[src/rtl/axi_rd_arb_pkg.sv]
// axi_rd_arb_pkg: shared AXI constants and AR state encoding for the read arbiter
package axi_rd_arb_pkg;
  localparam logic [2:0] ARSIZE_64B = 3'b011;
  localparam logic [1:0] ARBURST_INCR = 2'b01;
  typedef enum logic {IDLE, ISSUE} state_t;
endpackage

[src/rtl/arb_id_fifo.sv]
// arb_id_fifo: in-flight grant FIFO, 1-bit requester id per entry
module arb_id_fifo #(
  parameter int DEPTH = 4
) (
  input  logic clk,
  input  logic reset,
  input  logic push,
  input  logic din,
  input  logic pop,
  output logic head,
  output logic full,
  output logic empty
);
  localparam int AW = $clog2(DEPTH);
  logic [DEPTH-1:0] mem;
  logic [AW-1:0] wr_ptr, rd_ptr;
  logic [AW:0] count;
  logic do_push, do_pop;
  assign do_push = push & ~full;
  assign do_pop = pop & ~empty;
  assign head = mem[rd_ptr];
  assign full = count == (AW+1)'(DEPTH);
  assign empty = count == '0;
  always_ff @(posedge clk)
    if (do_push) mem[wr_ptr] <= din;
  always_ff @(posedge clk) begin
    if (reset) begin
      wr_ptr <= '0;
      rd_ptr <= '0;
      count <= '0;
    end else begin
      if (do_push) wr_ptr <= wr_ptr + AW'(1);
      if (do_pop) rd_ptr <= rd_ptr + AW'(1);
      count <= count + (AW+1)'(do_push) - (AW+1)'(do_pop);
    end
  end
endmodule

[src/rtl/axi_rd_arbiter.sv]
// axi_rd_arbiter: 2:1 AXI read arbiter, round-robin by default, fixed priority with AXI_RD_ARB_FIXED_PRIO_EN
module axi_rd_arbiter #(
  parameter int C_S_AXI_ADDR_WIDTH = 32,
  parameter int C_S_AXI_DATA_WIDTH = 64,
  parameter int MAX_OUTSTANDING = 4
) (
  input  logic clk,
  input  logic reset,
  input  logic [2*C_S_AXI_ADDR_WIDTH-1:0] s_araddr,
  input  logic [15:0] s_arlen,
  input  logic [1:0] s_arvalid,
  output logic [1:0] s_arready,
  output logic [C_S_AXI_DATA_WIDTH-1:0] s_rdata,
  output logic s_rlast,
  output logic [1:0] s_rvalid,
  input  logic [1:0] s_rready,
  output logic [C_S_AXI_ADDR_WIDTH-1:0] M_axi_araddr,
  output logic [7:0] M_axi_arlen,
  output logic [2:0] M_axi_arsize,
  output logic [1:0] M_axi_arburst,
  output logic M_axi_arvalid,
  input  logic M_axi_arready,
  input  logic [C_S_AXI_DATA_WIDTH-1:0] M_axi_rdata,
  input  logic [1:0] M_axi_rresp,
  input  logic M_axi_rlast,
  input  logic M_axi_rvalid,
  output logic M_axi_rready
);
  import axi_rd_arb_pkg::*;
  localparam int AW = C_S_AXI_ADDR_WIDTH;
  state_t state, next;
  logic grant, win, id, push, pop, full, empty, head, route, unused;
  logic [AW-1:0] addr_q;
  logic [7:0] len_q;
`ifdef AXI_RD_ARB_FIXED_PRIO_EN
  assign win = ~s_arvalid[0];
`else
  logic last;
  assign win = &s_arvalid ? ~last : s_arvalid[1];
  always_ff @(posedge clk)
    if (reset) last <= 1'b1;
    else if (grant) last <= win;
`endif
  always_comb begin
    grant = state == IDLE && |s_arvalid && !full && !reset;
    push = state == ISSUE && M_axi_arready;
    next = grant ? ISSUE : push ? IDLE : state;
  end
  always_ff @(posedge clk)
    state <= reset ? IDLE : next;
  always_ff @(posedge clk) begin
    if (reset) begin
      addr_q <= '0;
      len_q <= '0;
      id <= 1'b0;
    end else if (grant) begin
      addr_q <= win ? s_araddr[AW +: AW] : s_araddr[0 +: AW];
      len_q <= win ? s_arlen[15:8] : s_arlen[7:0];
      id <= win;
    end
  end
  arb_id_fifo #(.DEPTH(MAX_OUTSTANDING)) u_fifo (
    .clk(clk), .reset(reset), .push(push), .din(id), .pop(pop),
    .head(head), .full(full), .empty(empty)
  );
  assign s_arready = {grant & win, grant & ~win};
  assign M_axi_arvalid = state == ISSUE && !reset;
  assign M_axi_araddr = addr_q;
  assign M_axi_arlen = len_q;
  assign M_axi_arsize = ARSIZE_64B;
  assign M_axi_arburst = ARBURST_INCR;
  // R path is purely combinational off the FIFO head; response code never affects routing
  assign route = !empty && !reset;
  assign s_rvalid = {route & M_axi_rvalid & head, route & M_axi_rvalid & ~head};
  assign M_axi_rready = route & s_rready[head];
  assign s_rdata = M_axi_rdata;
  assign s_rlast = M_axi_rlast;
  assign pop = M_axi_rvalid & M_axi_rready & M_axi_rlast;
  assign unused = ^M_axi_rresp;
endmodule

[config.mk]
export PLATFORM = sky130hd
export DESIGN_NAME = axi_rd_arbiter
export DESIGN_NICKNAME = d
export VERILOG_FILES = /design/src/rtl/axi_rd_arb_pkg.sv /design/src/rtl/arb_id_fifo.sv /design/src/rtl/axi_rd_arbiter.sv
export SDC_FILE = /design/constraint.sdc
export NUM_CORES = 1
export LEC_CHECK = 0
export BUFFER_PORTS_ARGS = -buffer_cell sky130_fd_sc_hd__buf_2
export CAP_MARGIN = 20
export CELL_PAD_IN_SITES_DETAIL_PLACEMENT = 0
export CELL_PAD_IN_SITES_GLOBAL_PLACEMENT = 1
export CORE_UTILIZATION = 25
export DETAILED_ROUTE_END_ITERATION = 10
export PLACE_DENSITY_LB_ADDON = 0.1
export SLEW_MARGIN = 10
export SYNTH_ARGS = -nofsm -noshare
export SYNTH_HDL_FRONTEND = slang
export SYNTH_SLANG_ARGS = --single-unit
[constraint.sdc]
create_clock -name clk -period 3.6 [get_ports clk]
set_input_delay 0.54 -clock clk [delete_from_list [all_inputs] [get_ports clk]]
set_output_delay 0.54 -clock clk [all_outputs]
set_load 0.1 [all_outputs]
# After elaboration in Yosys (flattened, before gate mapping)
# Cells that the tools add are included.
classes:
  n_addsub: 4
  bitwise_logic: 16
  magnitude_cmp: 4
  n_reduce_logical: 14
  mux: 12
  n_eq_ne: 1
ops:
  columns: ["operator", "count"]
  rows:
  - ["$mux 32", 1]
  - ["$and 1x1->1", 10]
  - ["$mux 8", 1]
  - ["$logic_and 1x1->1", 7]
  - ["$mux 1", 7]
  - ["$lt 2x3->1 const B", 2]
  - ["$not 1->1", 6]
  - ["$add 2x1->2 const B", 2]
  - ["$bwmux 4", 1]
  - ["$add 3x1->3", 1]
  - ["$eq 3x3->1 const B", 1]
  - ["$logic_not 1->1", 3]
  - ["$logic_not 3->1", 1]
  - ["$sub 3x1->3", 1]
  - ["$bmux 1 s2", 1]
  - ["$demux 1 s2", 1]
  - ["$ge 2x1->1 const B", 1]
  - ["$lt 1x2->1 const B", 1]
  - ["$reduce_and 2->1", 1]
  - ["$reduce_bool 2->1", 1]
  - ["$reduce_or 2->1", 1]
totals:
  output_inout_bits: 116
  input_bits: 155
  register_bits: 54

# Logic depth before layout (Yosys ltp)
# Gate-level depths: netlist of the first run.
logic_depth:
  ltp_word: 9
  ltp_mapped: 11

# Modules after synthesis
# A second synthesis of the first run with hierarchy kept.
hier_totals:
  cells_unflattened: 378
  area_unflattened_um2: 3369.5
modules_own_cells:
  columns: ["module", "cells_per_inst", "instances", "seq_area_each_um2", "area_per_inst_um2"]
  rows:
  - ["axi_rd_arbiter", 326, 1, 860.8, 2797.7]
  - ["arb_id_fifo", 52, 1, 260.2, 571.8]

# Worst setup path after synthesis of the first run
# Ideal clock, no wire load.
synth_timing:
  kind: "input to output"
  from: "in s_arvalid[1]"
  to: "out s_arready[1]"
  stages: 4
  arrival_time_ns: 3.349
  path_buffers: 2
  slack_ns: -0.289
  path_cell_list: "a21boi_0 > buf_2 > buf_2 > nor3b_1"
synth_between:
  elab_chain_len: 5
  elab_cells_between_ends: 7
synth_lines:
  columns: ["item", "line_no", "text"]
  rows:
  - ["from (decl)", "axi_rd_arbiter.sv:11", "input logic [1:0] s_arvalid,"]
  - ["$reduce_or 2->1", "axi_rd_arbiter.sv:45", "grant = state == IDLE && |s_arvalid && !full && !reset;"]
  - ["$logic_and 1x1->1 (3 in a row)", "axi_rd_arbiter.sv:45", null]
  - ["$and 1x1->1 (*)", "axi_rd_arbiter.sv:66", "assign s_arready = {grant & win, grant & ~win};"]
  - ["to (decl)", "axi_rd_arbiter.sv:12", "output logic [1:0] s_arready,"]
# Mark *: on every way between the ends. The rest lies on a longest branch, timed or not.

# Worst setup path after layout of the first run
layout_timing:
  from: "reg u_fifo.rd_ptr[0]"
  to: "reg u_fifo.count[2]"
layout_between:
  elab_chain_len: 9
layout_lines:
  columns: ["item", "line_no", "text"]
  rows:
  - ["from (decl)", "arb_id_fifo.sv:16", "logic [AW-1:0] wr_ptr, rd_ptr;"]
  - ["from (signal assigned)", "arb_id_fifo.sv:33", "if (do_pop) rd_ptr <= rd_ptr + AW'(1);"]
  - ["$bmux 1 s2", "arb_id_fifo.sv:21", "assign head = mem[rd_ptr];"]
  - ["$mux 1 (not written as such)", "arb_id_fifo.sv:21", null]
  - ["$mux 1 (not written as such) (2 in a row)", "axi_rd_arbiter.sv:75", "assign M_axi_rready = route & s_rready[head];"]
  - ["$and 1x1->1", "axi_rd_arbiter.sv:75", null]
  - ["$and 1x1->1 (2 in a row)", "axi_rd_arbiter.sv:78", "assign pop = M_axi_rvalid & M_axi_rready & M_axi_rlast;"]
  - ["$and 1x1->1", "arb_id_fifo.sv:20", "assign do_pop = pop & ~empty;"]
  - ["net u_fifo.do_pop", "arb_id_fifo.sv:18", "logic do_push, do_pop;"]
  - ["$sub 3x1->3", "arb_id_fifo.sv:34", "count <= count + (AW+1)'(do_push) - (AW+1)'(do_pop);"]
  - ["to (signal assigned)", "arb_id_fifo.sv:34", null]
  - ["to (decl)", "arb_id_fifo.sv:17", "logic [AW:0] count;"]
# The timed path passes the listed nets, and every way through them passes these cells. The select of a mux whose other input is x is not followed.
# A chain may end at the register's enable or synchronous reset.

==> results of run 1 <==
==> cells by family after synthesis <==
kind of cell    share of synthesized area
fa+ha+maj                         0.03152
mux                                0.1481
xor+xnor                         0.008712
buf+inv                            0.2070
simple gates                       0.1186
flops                              0.3716
other cells                      0.002490
compound gates                     0.1120
==> layout make-up <==
class                      count  area share
clock buffer                   7     0.04098
tap                          143     0.05140
clock inverter                 1    0.001438
multi-input combinational    179      0.3760
sequential                    54      0.3221
timing repair buffer         139      0.2027
inverter                       5    0.005392
==> routing by layer <==
metal  GRT usage  vias to the layer above  wire [um]
li1            -                     1163          -
met2      0.1689                      100       2950
met1      0.1386                      970       2974
met5           0                        -          0
met3     0.05117                       18        689
met4     0.04775                        0        129
==> layout by cell type (no fill, tap or decap), types with 4 or more instances in the layout <==
master / instances
a21oi_1: 4
edfxtp_1: 4
buf_2: 135
and2_1: 4
inv_1: 5
mux2i_1: 41
a211oi_1: 40
ha_1: 6
nand2_1: 5
clkbuf_16: 5
buf_4: 4
nor2_1: 47
conb_1: 5
dfxtp_1: 50
==> metrics by stage <==
step,utilization,setup slack (ns),hold slack (ns),cells,power [mW]
2_1_floorplan,-,0.6945,0.4330,327,1.950
3_3_place_gp,0.2882,0.8607,0.4776,520,1.796
3_5_place_dp,0.2882,0.8055,0.4785,520,1.799
4_1_cts,0.3010,0.7836,0.4972,528,2.311
5_1_grt,0.3010,0.5702,0.5139,528,2.393
6_report,0.3010,0.8157,0.4921,528,2.269
==> final timing paths <==
check | from | endpoint | cells past startpoint
max | u_fifo.rd_ptr[0] | u_fifo.count[2] | 11
min | u_fifo.rd_ptr[1] | u_fifo.rd_ptr[1] | 1
max reg2reg | u_fifo.rd_ptr[0] | u_fifo.count[2] | 11
min reg2reg | u_fifo.rd_ptr[1] | u_fifo.rd_ptr[1] | 1
==> power groups by stage <==
stage          sequential (mW)  combinational [mW]  clock [mW]
5_1_grt                  0.755                1.10       0.542
3_3_place_gp             0.753                1.04           0
4_1_cts                  0.743                1.04       0.524
6_report                 0.742                1.03       0.495
2_1_floorplan             1.29               0.659           0
3_5_place_dp             0.754                1.04           0
==> registers in the layout, summed over array words and instances (netlist names) <==
register and flops:
M_axi_araddr 32, M_axi_arlen 8, id 1, last 1
state 1, u_fifo.count 3, u_fifo.mem 4, u_fifo.rd_ptr 2
u_fifo.wr_ptr 2
==> critical path: stages (launching register included) <==
cell and delay [ns]:
dfxtp_1 0.38, mux4_2 0.57, mux2i_2 0.34, nor2_1 0.08, ha_1 0.30, inv_1 0.06
ha_1 0.13, inv_1 0.05, fa_1 0.37, xor2_1 0.18, xnor2_1 0.13, nor2_1 0.05
==> flow_summary.ini, run 1 <==
[outcome]
status = finished, violations left
violations = DRC

[synth]
syn_area_um2 = 3017
synth_seq_cells = 54
synth_top_cell_by_area = dfxtp_1
synth_top_area_frac = 0.3318
synth_most_common_cell = buf_4
ys.flop_type = dfxtp_1
synth.top_cells.by_area = dfxtp_1, buf_4, mux2i_1
synth-seq-area-share = 0.3716
ys_async_sr_fraction = 0
ys_types = 31
yosysWarnings = 0
synthTopCellsByCount = buf_4, dfxtp_1, nor2_1
synthCells = 324
synth_edf_count = 4
avgSynthCellArea_um2 = 9.311

[critical_path]
cp-end-kind = register
cp.arrival_ns = 2.94
crit_fanout = 5
r2r_slack_ns = 0.82
critical_path_class = register to register
required_ns = 3.76
cp-start-kind = register

[sta]
fmax_ghz = 0.3592
setup_tns_ns = 0
timing.final.crit_period_ns = 2.784
fin_worst_skew_ns = 0.007393
drv_slew = 0
post-route-period-util = 0.7734
hold_viol = 0
rsz0062_at_grt = no
tightest_slew_ns = 0.6925
setup_violations = 0
relSlewSlack = 0.5383

[global_route]
grt_max_degree = 52
antenna_found_initial = 0
grt_overflow = 0
grtUsageTotal = 0.1126
first_global_vias = 2263
grt_pass1_wl_um = 11200

[floorplan]
start_util = 0.2608
dieArea_um2 = 12510
dieHeight_um = 111.8
core_region_area_um2 = 11560
die_x_um = 111.8
rows = 39
num_io_pins = 271

[placement]
dp_hpwl_um = 4974
place.gp.congestion = 0.6528
dpl_cell_area_um2 = 3333
io_buffers = 135

[route]
drc = 11
wire_per_inst_um = 12.77
vias = 2251
routed_wl_um = 6743
vias_per_cell = 4.263
drt_first_pass_iters = 7
drt_iter0_markers = 52
antenna_left = 0

[clock_tree]
postCtsHoldBufs = 0
cts_root_buf = clkbuf_16
cts.sinks = 54
cts.clk_slew.worst_paths_ns = 0.07
cts_buffers = 5
clk_path_buf_depth = 2
cts_setup_buffers = 0
tritoncts = done
post_cts_resized = 0
insertion_delay_ns = 0.30
htree_levels = 2

[finish]
regArea_um2 = 1121
nNetsFinal = 546
area_growth_pct = 15.39
drive_above_1_share = 0.4026
multiInputGateArea_um2 = 1309
num_antenna_cells = 0
design_area_um2 = 3481
fillers = 1246

[pwr]
switchingPower_mw = 1.093
p_sw_frac = 0.4818
powerDensity_nw_per_um2 = 651.8
internal_power_mw = 1.176
combPwrFrac = 0.455
ir_drop_mv = 0.1641
pwr-share-clk = 0.218
power_leakage_nw = 1.624
pwr-share-seq = 0.327

[worst_hold_path]
hp-class = register to register

[job]
cap_violations = 0
Power figures use the tool's default switching activity.
==> run 2: changes to the inputs <==
CORE_UTILIZATION = 23   (was 25)
clock period = 2.5 ns   (was 3.6 ns; I/O delays follow)
==> flow_summary.ini, run 2 (same netlist as run 1, synthesis figures left out) <==
[outcome]
status = complete, no violations

[global_route]
grt-busiest-layer = met2
first_global_vias = 2189
grt_overflow = 0
met3_usage = 0.04048
antenna_found_initial = 0
grt_pass1_wl_um = 10520
grtUsageTotal = 0.1032
grtUsageMet2 = 0.1633
grt_max_degree = 56
grtUsageMet1 = 0.1186

[route]
routed_wl_um = 6810
vias = 2276
drt_iter0_markers = 35
drt_first_pass_iters = 4
wire_per_inst_um = 12.10
antenna_left = 0
drc = 0
vias_per_cell = 4.043

[floorplan]
dieArea_um2 = 13580
dieHeight_um = 116.5
core_region_area_um2 = 12720
start_util = 0.2371
rows = 41
die_x_um = 116.5
num_io_pins = 271

[pwr]
power_leakage_nw = 1.654
pwr-share-seq = 0.327
internal_power_mw = 1.684
ir_drop_mv = 0.2477
p_sw_frac = 0.4838
switchingPower_mw = 1.578
powerDensity_nw_per_um2 = 906.7
pwr-share-clk = 0.210
combPwrFrac = 0.463

[critical_path]
critical_path_class = register to register
cp.arrival_ns = 2.64
crit_chain = mux4_2 -> mux2i_4 -> nor2_2 -> ha_1 -> inv_1 -> ha_1 -> inv_2 -> fa_2 -> xor2_1 -> xnor2_1 -> nor2_1
path_buf_inv = 2
required_ns = 2.67
cp-end-kind = register
cp-start-kind = register
crit-reg2reg-launch = u_fifo.mem[3]
cpLargestDelayFamily = multiplexers
worst_path_max_delay_cell = mux4_2
cpPeakStageDelay_ns = 0.54
startpoint = u_fifo.mem[3]
crit_top_cell = ha_1
crit_fanout = 2

[clock_tree]
htree_levels = 2
tritoncts = done
cts_root_buf = clkbuf_16
cts.clk_slew.worst_paths_ns = 0.07
clk_path_buf_depth = 2
postCtsHoldBufs = 0
cts_buffers = 5
cts.sinks = 54
insertion_delay_ns = 0.30

[worst_hold_path]
hp-class = primary input to register
worstHoldStart = M_axi_arready

[sta]
setup_slack_ns = 0.02576
post-route-period-util = 0.9897
drv_slew = 0
setup_violations = 0
timing.final.crit_period_ns = 2.474
fmax_ghz = 0.4042
fin_worst_skew_ns = 0.004791
rsz0062_at_grt = yes
relSlewSlack = 0.5808
tightest_slew_ns = 0.6288
timing.hold.ws_ns = 0.3768
hold_viol = 0

[placement]
place.gp.congestion = 0.6422
dp_slack_ns = -0.07379
dp_hpwl_um = 4939
dp_cells = 555
io_buffers = 135

[finish]
area_growth_pct = 19.29
final_cell_mix = buf_2, dfxtp_1, nor2_1
drive_above_1_share = 0.4194
stdcell_count = 563
largest_reg_flops = 32
nNetsFinal = 552
final_common_cell = buf_2
num_antenna_cells = 0

[job]
cap_violations = 0
## run 2: cell types whose count changed in the layout (fill, tap and decap cells not counted), moves of 2 or more
cell      previous run  this run
nor3_4               1         3
nor2_2               0         2
nor3_2               2         0
nor2_1              47        45
buf_4                4        11
buf_2              135       133
clkbuf_1             1         3
## run 2: power by group through the flow
| stage | Clock [mW] | Sequential (mW) | Combinational (mW) |
|---|---|---|---|
| floorplan | 0 | 1.86 | 0.958 |
| global placement | 0 | 1.08 | 1.53 |
| detailed placement | 0 | 1.09 | 1.53 |
| CTS | 0.741 | 1.07 | 1.53 |
| global route | 0.760 | 1.08 | 1.61 |
| finish | 0.686 | 1.07 | 1.51 |
## run 2: final timing paths
check | slack [ns] | cells after the start | endpoint
worst min-delay path | 0.38 | 3 | state
worst max register to register | 0.03 | 11 | u_fifo.count[2]
worst max-delay path | 0.03 | 11 | u_fifo.count[2]
worst min register to register | 0.49 | 1 | u_fifo.rd_ptr[1]
## run 2: layout make-up
type / count / area [um^2]
Tap cell: 172 / 215.2
Inverter: 5 / 18.77
Timing Repair Buffer: 145 / 768.2
Clock buffer: 8 / 136.4
Multi-Input combinational cell: 179 / 1338
Sequential cell: 54 / 1122
Fill cell: 1413 / 9124
## run 2: through the flow
stage / utilization / total power [mW] / setup TNS (ns) / instance area (um^2)
floorplan: - / 2.818 / -0.1336 / 3068
global placement: 0.2715 / 2.613 / -0.03861 / 3455
global route: 0.2828 / 3.452 / -0.1350 / 3598
detailed placement: 0.2715 / 2.619 / -0.07379 / 3455
finish: 0.2828 / 3.263 / 0 / 3598
CTS: 0.2827 / 3.343 / -0.04127 / 3596
## run 2: worst min-delay path, cell delays in order
cell      delay (ns)
buf_2           0.10
nand2b_1        0.10
a21oi_1         0.05
## run 2: routing by layer
metal	part of all wire	wire length (um)
met5	0	0
met4	0.021	142
met3	0.094	640
met2	0.45	3082
met1	0.43	2945
## run 2: timing repair
| item | CTS | global route |
|---|---|---|
| endpoints found under the setup margin | 2 | 2 |
| gates resized for setup | 2 | 2 |
| setup buffers | 0 | 0 |
| pin swaps | 3 | 2 |
| endpoints found under the hold margin | 0 | 0 |
==> run 3: changes to the inputs <==
CORE_ASPECT_RATIO = 1.5   (was default)
==> flow_summary.ini, run 3 (same netlist as run 1, synthesis figures left out) <==
[clock_tree]
cts.clk_slew.worst_paths_ns = 0.07
cts_root_buf = clkbuf_16
insertion_delay_ns = 0.29
htree_levels = 2
clk_path_buf_depth = 2
cts.sinks = 54
cts_setup_buffers = 0
cts_buffers = 5
tritoncts = done

[job]
cap_violations = 0

[finish]
final_cell_mix = buf_2, dfxtp_1, nor2_1
area_growth_pct = 19.45
drive_above_1_share = 0.4201
final_common_cell = buf_2
fillers = 1413
nNetsFinal = 550
num_antenna_cells = 0
largest_reg_flops = 32
fin_util = 0.2851

[critical_path]
crit_fanout = 4
cp-start-kind = register
crit_chain = mux4_2 -> mux2i_4 -> nor2_2 -> ha_1 -> inv_1 -> ha_1 -> inv_1 -> fa_2 -> xor2_1 -> xnor2_1 -> nor2_1
cp.arrival_ns = 2.65
cp-end-kind = register
critical_path_class = register to register
cpPeakStageDelay_ns = 0.55
worst_path_max_delay_cell = mux4_2
required_ns = 2.68

[sta]
rsz0062_at_grt = yes
timing.final.crit_period_ns = 2.470
setup_slack_ns = 0.03035
post-route-period-util = 0.9879
fin_worst_skew_ns = 0.009715
drv_slew = 0
setup_tns_ns = 0
timing.hold.ws_ns = 0.3703
hold_viol = 0
fmax_ghz = 0.4049
setup_violations = 0
relSlewSlack = 0.4764
tightest_slew_ns = 0.7854

[placement]
dp_hpwl_um = 5424
io_buffers = 135
place.gp.congestion = 0.6260
dp_slack_ns = -0.04635

[global_route]
grt_overflow = 0
first_global_vias = 2252
grt_max_degree = 82
antenna_found_initial = 0
grt_pass1_wl_um = 11060
grtUsageTotal = 0.1068

[floorplan]
die_x_um = 95.51
core_region_area_um2 = 12640
dieHeight_um = 142.3
dieArea_um2 = 13590
rows = 50
num_io_pins = 271
start_util = 0.2387

[route]
drt_first_pass_iters = 3
vias = 2312
drc = 0
wire_per_inst_um = 13.29
routed_wl_um = 7230
vias_per_cell = 4.250
antenna_left = 0
drt_iter0_markers = 64

[worst_hold_path]
hp-class = primary input to register

[pwr]
finalPower_mw = 3.359
ir_drop_mv = 0.3316
powerDensity_nw_per_um2 = 932.1
power_leakage_nw = 1.663

[outcome]
status = complete, no violations
run 3: cell count changes in the layout (fill, tap and decap cells not counted):
cell       previous run  this run
buf_12                1         2
buf_4                11         8
clkbuf_1              3         0
clkbuf_16             5         6
clkbuf_8              0         1
inv_1                 4         5
inv_2                 1         0
run 3: path summary, 6_finish.rpt:
kind	start	end	slack, ns	cells past startpoint
setup / recovery	u_fifo.rd_ptr[0]	u_fifo.count[2]	0.03	11
hold / removal	M_axi_arready	state	0.37	3
setup reg to reg	u_fifo.rd_ptr[0]	u_fifo.count[2]	0.03	11
hold reg to reg	M_axi_araddr[15]	M_axi_araddr[15]	0.49	2
run 3: layer usage:
metal,global-route usage,part of all wire,up-vias
met2,0.1835,0.50,99
li1,-,-,1166
met4,0.05027,0.024,0
met5,0,0,-
met1,0.1168,0.39,1031
met3,0.03419,0.088,16
run 3: timing repair:
| item | in CTS | in global routing |
|---|---|---|
| endpoints found under the setup margin | 2 | 1 |
| resized for setup | 2 | 1 |
| pin swaps | 3 | 2 |
| hold buffers | 0 | 0 |
run 3: through the flow:
stage | std cells | area (um^2)
6_report | 544 | 3603
2_1_floorplan | 327 | 3068
3_3_place_gp | 537 | 3432
4_1_cts | 544 | 3601
3_5_place_dp | 537 | 3432
5_1_grt | 544 | 3603
run 3: worst max-delay path, delay by kind of cell, from the launching register on:
family / cells / cell delay, ns
adders and majority gates: 3 / 0.69
xor gates and xnor gates: 2 / 0.31
buffers and inverters: 2 / 0.11
and+or+nand+nor: 2 / 0.13
DFF: 1 / 0.36
muxes: 2 / 0.77
run 3: power by group:
group	internal [mW]	switching, mW	total, mW
registers	0.998	0.0663	1.06
logic	0.312	1.21	1.52
clock network	0.455	0.321	0.776
run 3: cell type report:
class | instances | area, um^2 | area share
Multi-Input combinational cell | 179 | 1338 | 0.3712
Sequential cell | 54 | 1122 | 0.3115
Timing Repair Buffer | 143 | 765.7 | 0.2125
Tap cell | 156 | 195.2 | 0.05417
Clock buffer | 7 | 163.9 | 0.04549
Inverter | 5 | 18.77 | 0.005208
